**src/rtl/sram_arb_pkg.sv**
```systemverilog
// sram_arb_pkg: shared types and widths for the two-requester SRAM port arbiter.
package sram_arb_pkg;
  localparam int SRAM_ADDR_W = 18;
  localparam int SRAM_DATA_W = 16;
  typedef enum logic [1:0] {S_IDLE, S_OWN0, S_OWN1} state_t;
  typedef struct packed {
    logic valid;
    logic owner;
  } read_tag_t;
  function automatic state_t own_state(input logic o);
    return o ? S_OWN1 : S_OWN0;
  endfunction
endpackage

```
**src/rtl/sram_read_tag_pipe.sv**
```systemverilog
// sram_read_tag_pipe: shift register that carries {valid, owner} read tags alongside the SRAM read latency.
module sram_read_tag_pipe
  import sram_arb_pkg::*;
#(
  parameter int DEPTH = 3
) (
  input  logic clk,
  input  logic rst_n,
  input  logic in_valid,
  input  logic in_owner,
  output logic out_valid,
  output logic out_owner
);
  read_tag_t pipe [DEPTH];
  always_ff @(posedge clk) begin
    if (!rst_n) begin
      for (int k = 0; k < DEPTH; k++) pipe[k] <= '0;
    end else begin
      pipe[0] <= '{valid: in_valid, owner: in_owner};
      for (int k = 1; k < DEPTH; k++) pipe[k] <= pipe[k-1];
    end
  end
  assign out_valid = pipe[DEPTH-1].valid;
  assign out_owner = pipe[DEPTH-1].owner;
endmodule

```
**src/rtl/sram_arbiter.sv**
```systemverilog
// sram_arbiter: round-robin, burst-bounded sharing of one SRAM controller port between two requesters,
// with read data tagged back to the requester that issued it.
module sram_arbiter
  import sram_arb_pkg::*;
#(
  parameter int READ_LATENCY = 3,
  parameter int MAX_BURST    = 16
) (
  input  logic                     Clock,
  input  logic                     Resetn,
  input  logic                     SRAM_ready,
  input  logic [1:0]               Req,
  input  logic [1:0]               Req_we_n,
  input  logic [2*SRAM_ADDR_W-1:0] Req_address,
  input  logic [2*SRAM_DATA_W-1:0] Req_write_data,
  output logic [1:0]               Grant,
  output logic [1:0]               Read_valid,
  output logic [SRAM_DATA_W-1:0]   Read_data,
  output logic [SRAM_ADDR_W-1:0]   SRAM_address,
  output logic [SRAM_DATA_W-1:0]   SRAM_write_data,
  output logic                     SRAM_we_n,
  input  logic [SRAM_DATA_W-1:0]   SRAM_read_data
);
  localparam int CW = MAX_BURST > 1 ? $clog2(MAX_BURST) : 1;
  localparam logic [CW-1:0] LAST = CW'(MAX_BURST - 1);
  state_t state, state_n;
  logic [CW-1:0] cnt, cnt_n;
  logic last_owner, last_n, owner, issue, expire, tag_valid, tag_owner;
  assign owner  = state == S_OWN1;
  assign issue  = SRAM_ready && state != S_IDLE && Req[owner];
  assign expire = issue && cnt == LAST;
  // A sole requester at burst expiry keeps the port; only a waiting peer forces a hand-over.
  always_comb begin
    state_n = state;
    if (!SRAM_ready) state_n = S_IDLE;
    else if (state == S_IDLE)
      state_n = Req == 2'b11 ? own_state(!last_owner) : Req[0] ? S_OWN0 : Req[1] ? S_OWN1 : S_IDLE;
    else if (!Req[owner]) state_n = Req[!owner] ? own_state(!owner) : S_IDLE;
    else if (expire && Req[!owner]) state_n = own_state(!owner);
    cnt_n  = (state_n != state || expire) ? '0 : issue ? cnt + 1'b1 : cnt;
    last_n = (state_n == S_IDLE || state_n == state) ? last_owner : state_n == S_OWN1;
  end
  always_ff @(posedge Clock) begin
    if (!Resetn) begin
      state      <= S_IDLE;
      cnt        <= '0;
      last_owner <= 1'b1;
      Grant      <= 2'b00;
    end else begin
      state      <= state_n;
      cnt        <= cnt_n;
      last_owner <= last_n;
      Grant      <= {state_n == S_OWN1, state_n == S_OWN0};
    end
  end
  assign SRAM_address    = issue ? (owner ? Req_address[2*SRAM_ADDR_W-1:SRAM_ADDR_W] : Req_address[SRAM_ADDR_W-1:0]) : '0;
  assign SRAM_write_data = issue ? (owner ? Req_write_data[2*SRAM_DATA_W-1:SRAM_DATA_W] : Req_write_data[SRAM_DATA_W-1:0]) : '0;
  assign SRAM_we_n       = issue ? Req_we_n[owner] : 1'b1;
  sram_read_tag_pipe #(.DEPTH(READ_LATENCY)) u_tag (
    .clk      (Clock),
    .rst_n    (Resetn),
    .in_valid (issue && Req_we_n[owner]),
    .in_owner (owner),
    .out_valid(tag_valid),
    .out_owner(tag_owner)
  );
  assign Read_valid = {tag_valid && tag_owner, tag_valid && !tag_owner};
  assign Read_data  = SRAM_read_data;
endmodule

```
**config.mk**
```make
export PLATFORM = sky130hd
export DESIGN_NAME = sram_arbiter
export DESIGN_NICKNAME = d
export VERILOG_FILES = /design/src/rtl/sram_arb_pkg.sv /design/src/rtl/sram_read_tag_pipe.sv /design/src/rtl/sram_arbiter.sv
export SDC_FILE = /design/constraint.sdc
export NUM_CORES = 1
export LEC_CHECK = 0
export ABC_AREA = 0
export BUFFER_PORTS_ARGS = -buffer_cell sky130_fd_sc_hd__buf_4
export CAP_MARGIN = 10
export CORE_UTILIZATION = 30
export DETAILED_ROUTE_END_ITERATION = 12
export PLACE_DENSITY = 0.71
export SYNTH_ARGS = -nofsm -noshare
export SYNTH_HDL_FRONTEND = slang
export SYNTH_SLANG_ARGS = --single-unit
```
**constraint.sdc**
```tcl
create_clock -name Clock -period 2.1 [get_ports Clock]
set_input_delay 0.21 -clock Clock [delete_from_list [all_inputs] [get_ports Clock]]
set_output_delay 0.21 -clock Clock [all_outputs]
set_load 0.005 [all_outputs]
```
==> results of run 1 <==
[cell usage in the layout, fill, tap and decap left out, types with 3 or more instances in the layout]
master    synthesis  routed
a21oi_1          35      35
nand2_1          71      71
and2_1            7       7
clkbuf_8          0       3
and2_4            3       3
nor3_1            6       6
dfxtp_1          15      14
o21ai_0           4       4
buf_4            17     117
[path summary, 6_finish.rpt]
kind                            cells past startpoint  slack, ns               end
worst max-delay path                                4       0.24         SRAM_we_n
worst min-delay path                                2       0.21        last_owner
worst max register to register                      5       0.44            cnt[0]
worst min register to register                      1       0.43  u_tag.pipe[0][2]
[cells by family after synthesis]
| family | Yosys count |
|---|---|
| AND/OR/NAND/NOR | 101 |
| buffers and inverters | 34 |
| multiplexers | 3 |
| AO/OA/AOI/OAI | 53 |
| adder cells (fa/ha/maj) | 1 |
| XOR/XNOR | 3 |
| flip-flops | 15 |
[flip-flops by register name, summed over array words and instances, names as in the netlist]
signal	cells
Grant	2
cnt	4
last_owner	1
state	2
u_tag.pipe	6
[metal layers]
metal | global-route usage | share of wire | routed length, um
met5 | 0 | 0 | 0
met1 | 0.1880 | 0.40 | 1661
met3 | 0.04185 | 0.071 | 295
met4 | 0.06222 | 0.019 | 78
met2 | 0.3024 | 0.51 | 2130
[layout make-up]
cell class	instances	area, um^2
clock buffer	3	41.29
clock inverter	1	5.005
fill	452	2217
inverter	2	7.507
multi-input combinational	161	868.3
sequential	15	301.5
tap	52	65.06
timing repair buffer	117	878.3
[per-stage QoR]
stage | hold slack [ns] | worst slack [ns]
floorplan | 0.2989 | 0.5927
global placement | 0.4127 | 0.3907
detailed placement | 0.4189 | 0.3672
CTS | 0.2053 | 0.08903
global route | 0.2074 | 0.07875
finish | 0.2107 | 0.2355
[power groups by stage]
stage               Combinational, W  Sequential (W)  Clock, W
finish                      0.000229        0.000299  0.000226
global route                0.000252        0.000300  0.000254
CTS                         0.000230        0.000299  0.000237
detailed placement          0.000229        0.000305         0
global placement            0.000228        0.000305         0
floorplan                   0.000120        0.000300         0
[worst max-delay path: cells and delay by family, from the launching register on]
family | cells | cell delay (ns)
flip-flops | 1 | 0.55
AND/OR/NAND/NOR | 3 | 0.71
buffers and inverters | 1 | 0.14
==> flow_summary.json, run 1 <==
{
  "place.gp.congestion": 0.7656,
  "cp_data_required_time_ns": 1.89,
  "synth_area_leaders": "dfxtp_1 (22%), nand2_1 (19%), a21oi_1 (13%)",
  "finalCriticalPeriod_ns": 1.865,
  "worstMarginPinSlew_ns": 0.4130,
  "status": "finished, final reports clean",
  "fin_worst_skew_ns": 0.003039,
  "routed_wirelength_um": 4165,
  "slew_headroom": 0.7247,
  "cts_inserted_buffers": 3,
  "yosysTopAreaCellShare": 0.2166,
  "cts_resized": 0,
  "avgViaCountPerCell": 4.877,
  "synth_flop_cell": "dfxtp_1",
  "postPlaceCellArea_um2": 2120,
  "grt_pass1_vias": 1638,
  "fin_area_um2": 2167,
  "grt.overflow.total": 0,
  "critPathSlowestCell": "dfxtp_1",
  "max_cap_viol_count": 0,
  "finalCritPeriodShare": 0.8879,
  "worstSetupPathType": "flop to output pin",
  "synthSimpleGateAreaFrac": 0.3430,
  "synthArstFlopShare": 0,
  "cts_tree": "yes",
  "synth_fa_ha_area_frac": 0.009025,
  "post-cts-setup-buffer-count": 0,
  "maxSlewViolCount": 0,
  "clock_latency_ns": 0.24,
  "synth.area.mux_share": 0.02256,
  "hold_start": "Resetn",
  "dp_hpwl_um": 3181,
  "hold_class": "primary input to flop",
  "drtPass1Iterations": 5,
  "grt_max_degree": 39,
  "layout-drive-gt1-share": 0.4348,
  "ys_warn_count": 0,
  "powerDensity_nw_per_um2": 348.0,
  "port_buffers": 113,
  "reg2reg_from": "cnt[0]",
  "grt_pass1_wl_um": 6837,
  "num-nets-final": 392,
  "drc": 0,
  "syn_inst": 210,
  "cp-end-kind": "output pin",
  "drtAntennaViolNets": 0,
  "clkPwrFrac": 0.300,
  "synth-compound-area-share": 0.2310,
  "io_pins": 146,
  "wl_per_cell_um": 11.87,
  "initial_core_util": 0.3162,
  "ir_worst_vdd_uv": 171.1,
  "antenna_found_initial": 0,
  "power_frac_seq": 0.397,
  "syn2layout_area_growth_pct": 56.32,
  "ctsHtreeMaxLevel": 1,
  "die-area_um2": 4897,
  "fmax_mhz": 536.3,
  "setup_violations": 0,
  "num_vias": 1712,
  "dp.cells": 347,
  "crit_start": "state[1]",
  "ctsHoldBuffers": 0,
  "synth_most_common_cell": "nand2_1",
  "yosysSeqAreaShare": 0.2166,
  "avgSynthCellArea_um2": 6.602,
  "cts_max_path_buffers": 2,
  "post-route-util": 0.4943,
  "p_sw_frac": 0.2564,
  "power_w": 0.0007542,
  "synth_common_cells": "nand2_1 (71), a21oi_1 (35), buf_4 (17)",
  "p_leak_nw": 1.100,
  "synth_seq_cells": 15,
  "path_clk_slew_ns": 0.06,
  "fp-row-count": 24,
  "synth_top_family_by_area": "simple AND/OR/NAND/NOR gates",
  "cts-root-buf": "clkbuf_8",
  "p_switching_w": 0.0001934,
  "fp.dieH_um": 69.98,
  "synth_fp_nets": 302,
  "p_comb_frac": 0.303,
  "coreArea_um2": 4384,
  "arrival_ns": 1.65,
  "rsz0062_at_grt": "false",
  "die_w_um": 69.98,
  "tns_ns": 0,
  "yosys.area_share.xor_xnor": 0.01895,
  "drtIter0Drc": 79,
  "yosysUniqueCellTypes": 37,
  "clkSinkCount": 15,
  "netlist_area_um2": 1386,
  "yosys.area.top_type": "dfxtp_1",
  "hold_violations": 0,
  "antenna_cells": 0,
  "startpoint_type": "flop",
  "grt_usage": 0.1675,
  "synth_edf_count": 0,
  "stdcell_count": 351,
  "crit_fanout": 38,
  "crit_path_cell_trace": "nand4b_1, and2_4, nand2b_1, buf_4",
  "cp_slowest_stage_delay_ns": 0.55,
  "p_int_w": 0.0005608
}
Note: power is estimated with default switching activity, not from simulation.
==> inputs of run 2 (changes only) <==
CORE_UTILIZATION = 35   (was 30)
PLACE_DENSITY = 0.81   (was 0.71)
==> flow_summary.json, run 2 (synthesis gave the netlist of run 1 again) <==
{
  "port_buffers": 113,
  "num-nets-final": 393,
  "arrival_ns": 1.68,
  "clkSinkCount": 15,
  "p_leak_nw": 1.102,
  "grt.overflow.total": 0,
  "path_clk_slew_ns": 0.06,
  "post-route-util": 0.5832,
  "die_w_um": 64.94,
  "antenna_found_initial": 0,
  "post-cts-setup-buffer-count": 0,
  "wl_per_cell_um": 12.44,
  "layout_common_cells": "buf_4 (118), nand2_1 (71), a21oi_1 (35)",
  "fillCellCount": 368,
  "hold_class": "primary input to flop",
  "cp_data_required_time_ns": 1.89,
  "cp-end-kind": "output pin",
  "maxSlewViolCount": 0,
  "fp-row-count": 22,
  "drtPass1Iterations": 4,
  "routed_wirelength_um": 4330,
  "drtAntennaViolNets": 0,
  "ctsHtreeMaxLevel": 1,
  "worstSetupPathType": "flop to output pin",
  "max_cap_viol_count": 0,
  "syn2layout_area_growth_pct": 56.32,
  "cts_tree": "yes",
  "cts-root-buf": "clkbuf_8",
  "tns_ns": 0,
  "grt_pass1_vias": 1521,
  "grt_max_degree": 39,
  "rsz0062_at_grt": "false",
  "coreArea_um2": 3716,
  "slew_headroom": 0.7313,
  "crit_fanout": 38,
  "avgViaCountPerCell": 4.974,
  "num_vias": 1731,
  "hold_violations": 0,
  "fin_worst_skew_ns": 0.006466,
  "powerDensity_nw_per_um2": 352.6,
  "initial_core_util": 0.3731,
  "worstMarginPinSlew_ns": 0.4025,
  "grt_pass1_wl_um": 6596,
  "largest-register": "u_tag.pipe",
  "largest_reg_flops": 6,
  "finalCritPeriodShare": 0.9020,
  "setup_ws_ns": 0.2057,
  "post-place-ws_ns": 0.4265,
  "cts_resized": 0,
  "setup_violations": 0,
  "reg_top3": "u_tag.pipe: 6 flops, cnt: 4 flops",
  "cts_max_path_buffers": 2,
  "die-area_um2": 4217,
  "startpoint_type": "flop",
  "ir_worst_vdd_uv": 189.3,
  "finalHoldWorstSlack_ns": 0.2166,
  "drc": 0,
  "finalCriticalPeriod_ns": 1.894,
  "cts_inserted_buffers": 3,
  "dp_hpwl_um": 3354,
  "drtIter0Drc": 62,
  "place.gp.congestion": 0.9159,
  "final_common_cell": "buf_4",
  "fp.dieH_um": 64.94,
  "ctsHoldBuffers": 0,
  "clock_latency_ns": 0.25,
  "antenna_cells": 0,
  "fmax_mhz": 527.9,
  "io_pins": 146,
  "grt_usage": 0.1955,
  "layout-drive-gt1-share": 0.4300,
  "status": "finished, final reports clean"
}
run 2: cell count changes in the layout (fill, tap and decap cells not counted):
cell      delta
buf_4        +1
clkbuf_1     +1
clkinv_2     -1
dfxtp_1      +1
dfxtp_2      -1
run 2: worst paths after layout:
path / start / end / slack (ns) / depth (start not counted)
hold / removal: Resetn / u_tag.pipe[0][4] / 0.22 / 2
setup reg to reg: cnt[0] / cnt[2] / 0.41 / 5
hold reg to reg: u_tag.pipe[0][1] / u_tag.pipe[0][3] / 0.43 / 1
setup / recovery: state[1] / SRAM_we_n / 0.21 / 4
run 2: routing by layer:
| metal | up-vias | global-route usage | part of all wire |
|---|---|---|---|
| met2 | 87 | 0.3516 | 0.52 |
| met3 | 11 | 0.02817 | 0.072 |
| li1 | 871 | - | - |
| met1 | 762 | 0.2268 | 0.39 |
| met4 | 0 | 0.08333 | 0.022 |
| met5 | - | 0 | 0 |
run 2: per-stage QoR:
stage / instances / total power, W / instance area [um^2]
after floorplan: 210 / 0.0004206 / 1386
after global placement: 344 / 0.0005307 / 2122
after detailed placement: 344 / 0.0005358 / 2122
after CTS: 348 / 0.0007682 / 2167
after global routing: 348 / 0.0008057 / 2167
final: 348 / 0.0007641 / 2167
run 2: cell type report:
cell class	instances	area, um^2	area share
tap	48	60.06	0.02771
multi-input combinational	161	868.3	0.4007
sequential	15	300.3	0.1386
clock buffer	4	45.04	0.02079
inverter	2	7.507	0.003464
timing repair buffer	118	885.9	0.4088
run 2: worst max-delay path, cell delays in order (launching register included):
cell	delay [ns]
dfxtp_1	0.56
nand4b_1	0.23
and2_4	0.32
nand2b_1	0.19
buf_4	0.13
run 2: where the power goes:
| group | internal, W | switching, W | leakage, nW |
|---|---|---|---|
| sequential | 0.000291 | 0.00000684 | 0.122 |
| combinational | 0.000140 | 0.0000925 | 0.958 |
| clock | 0.000134 | 0.0000999 | 0.0228 |
==> inputs of run 3 (changes only) <==
==> constraint.sdc (replaced) <==
create_clock -name Clock -period 2.1 [get_ports Clock]
set_input_delay 0.42 -clock Clock [delete_from_list [all_inputs] [get_ports Clock]]
set_output_delay 0.42 -clock Clock [all_outputs]
set_load 0.005 [all_outputs]
==> flow_summary.json, run 3 (synthesis gave the netlist of run 1 again) <==
{
  "p_leak_nw": 1.119,
  "grt_use_met1": 0.2210,
  "largest_reg_flops": 6,
  "grt_max_degree": 35,
  "grt_usage": 0.1927,
  "final_common_cell": "buf_4",
  "status": "finished, final reports clean",
  "port_buffers": 113,
  "powerDensity_nw_per_um2": 346.8,
  "grt_pass1_vias": 1511,
  "stdcell_count": 349,
  "cp-end-kind": "output pin",
  "grt_use_met3": 0.04401,
  "startpoint_type": "flop",
  "wl_per_cell_um": 12.34,
  "crit_path_cell_trace": "nand4b_1, and2_4, buf_12, a21oi_1, buf_4",
  "ctsHoldBuffers": 0,
  "use_met2": 0.3320,
  "p_int_w": 0.0005659,
  "drtAntennaViolNets": 0,
  "ctsHtreeMaxLevel": 1,
  "setup_ws_ns": 0.1826,
  "fp-row-count": 22,
  "cts_resized": 0,
  "routed_wirelength_um": 4308,
  "finalCriticalPeriod_ns": 1.917,
  "p_comb_frac": 0.312,
  "dp_hpwl_um": 3297,
  "cts-root-buf": "clkbuf_8",
  "largest-register": "u_tag.pipe",
  "cp_data_required_time_ns": 1.68,
  "grt_pass1_wl_um": 6437,
  "drc": 0,
  "hold_violations": 0,
  "finalCritPeriodShare": 0.9131,
  "critPathSlowestCell": "dfxtp_2",
  "layout-drive-gt1-share": 0.4385,
  "max_cap_viol_count": 0,
  "clkPwrFrac": 0.300,
  "drtIter0Drc": 80,
  "setup_violations": 0,
  "dp.cells": 345,
  "top_usage_layer": "met2",
  "rsz0062_at_grt": "false",
  "cts_tree": "yes",
  "die_w_um": 64.94,
  "fillCellCount": 366,
  "hold_class": "primary input to flop",
  "num-nets-final": 394,
  "fp.dieH_um": 64.94,
  "fin_worst_skew_ns": 0.0007447,
  "avgViaCountPerCell": 4.862,
  "fmax_mhz": 521.5,
  "slew_headroom": 0.7401,
  "num_vias": 1697,
  "coreArea_um2": 3716,
  "io_pins": 146,
  "crit_fanout": 33,
  "drtPass1Iterations": 4,
  "initial_core_util": 0.3731,
  "tns_ns": 0,
  "cts_max_path_buffers": 2,
  "maxSlewViolCount": 0,
  "worstMarginPinSlew_ns": 0.3893,
  "cts_inserted_buffers": 3,
  "reg_top3": "u_tag.pipe: 6 flops, cnt: 4 flops",
  "finalHoldWorstSlack_ns": 0.4285,
  "crit_buf_inv": 2,
  "antenna_cells": 0,
  "clock_latency_ns": 0.24,
  "power_w": 0.0007638,
  "p_switching_w": 0.0001979,
  "p_sw_frac": 0.2590,
  "die-area_um2": 4217,
  "worstSetupPathType": "flop to output pin",
  "power_frac_seq": 0.388,
  "post-place-ws_ns": 0.3089,
  "cp_top_family": "simple AND/OR/NAND/NOR gates",
  "ir_worst_vdd_uv": 219.3,
  "path_clk_slew_ns": 0.06,
  "arrival_ns": 1.50,
  "layout_common_cells": "buf_4 (117), nand2_1 (71), a21oi_1 (35)",
  "grt.overflow.total": 0,
  "antenna_found_initial": 0,
  "clkSinkCount": 15,
  "cp_slowest_stage_delay_ns": 0.36,
  "post-cts-setup-buffer-count": 0,
  "syn2layout_area_growth_pct": 58.84,
  "place.gp.congestion": 0.7996
}
-- run 3: power groups by stage --
stage	logic (W)	clock network, W	registers [W]
detailed placement	0.000238	0	0.000302
global placement	0.000234	0	0.000302
floorplan	0.000120	0	0.000300
finish	0.000239	0.000229	0.000296
global route	0.000261	0.000249	0.000297
CTS	0.000239	0.000235	0.000296
-- run 3: per-layer routing --
layer  routed length [um]  part of all wire  vias up
li1                     -                 -      873
met1                 1676              0.39      739
met2                 2263              0.53       77
met3                  291             0.068        8
met4                   78             0.018        0
met5                    0                 0        -
-- run 3: metrics by stage --
stage / cell area (um^2) / utilization
finish: 2202 / 0.5926
global route: 2202 / 0.5926
CTS: 2201 / 0.5923
detailed placement: 2155 / 0.5798
global placement: 2155 / 0.5798
floorplan: 1386 / -
-- run 3: worst paths after layout --
path	start	endpoint	slack (ns)	cells past startpoint
max	state[0]	SRAM_write_data[5]	0.18	5
min	Resetn	last_owner	0.43	2
max reg2reg	cnt[0]	cnt[2]	0.42	5
min reg2reg	u_tag.pipe[0][2]	u_tag.pipe[0][4]	0.43	1
-- run 3: cell type report --
| type | count | area, um^2 | share of cell area |
|---|---|---|---|
| Clock buffer | 3 | 41.29 | 0.01875 |
| Sequential cell | 15 | 301.5 | 0.1369 |
| Multi-Input combinational cell | 161 | 868.3 | 0.3943 |
| Clock inverter | 1 | 5.005 | 0.002273 |
| Tap cell | 48 | 60.06 | 0.02727 |
| Inverter | 2 | 7.507 | 0.003409 |
| Timing Repair Buffer | 119 | 918.4 | 0.4170 |
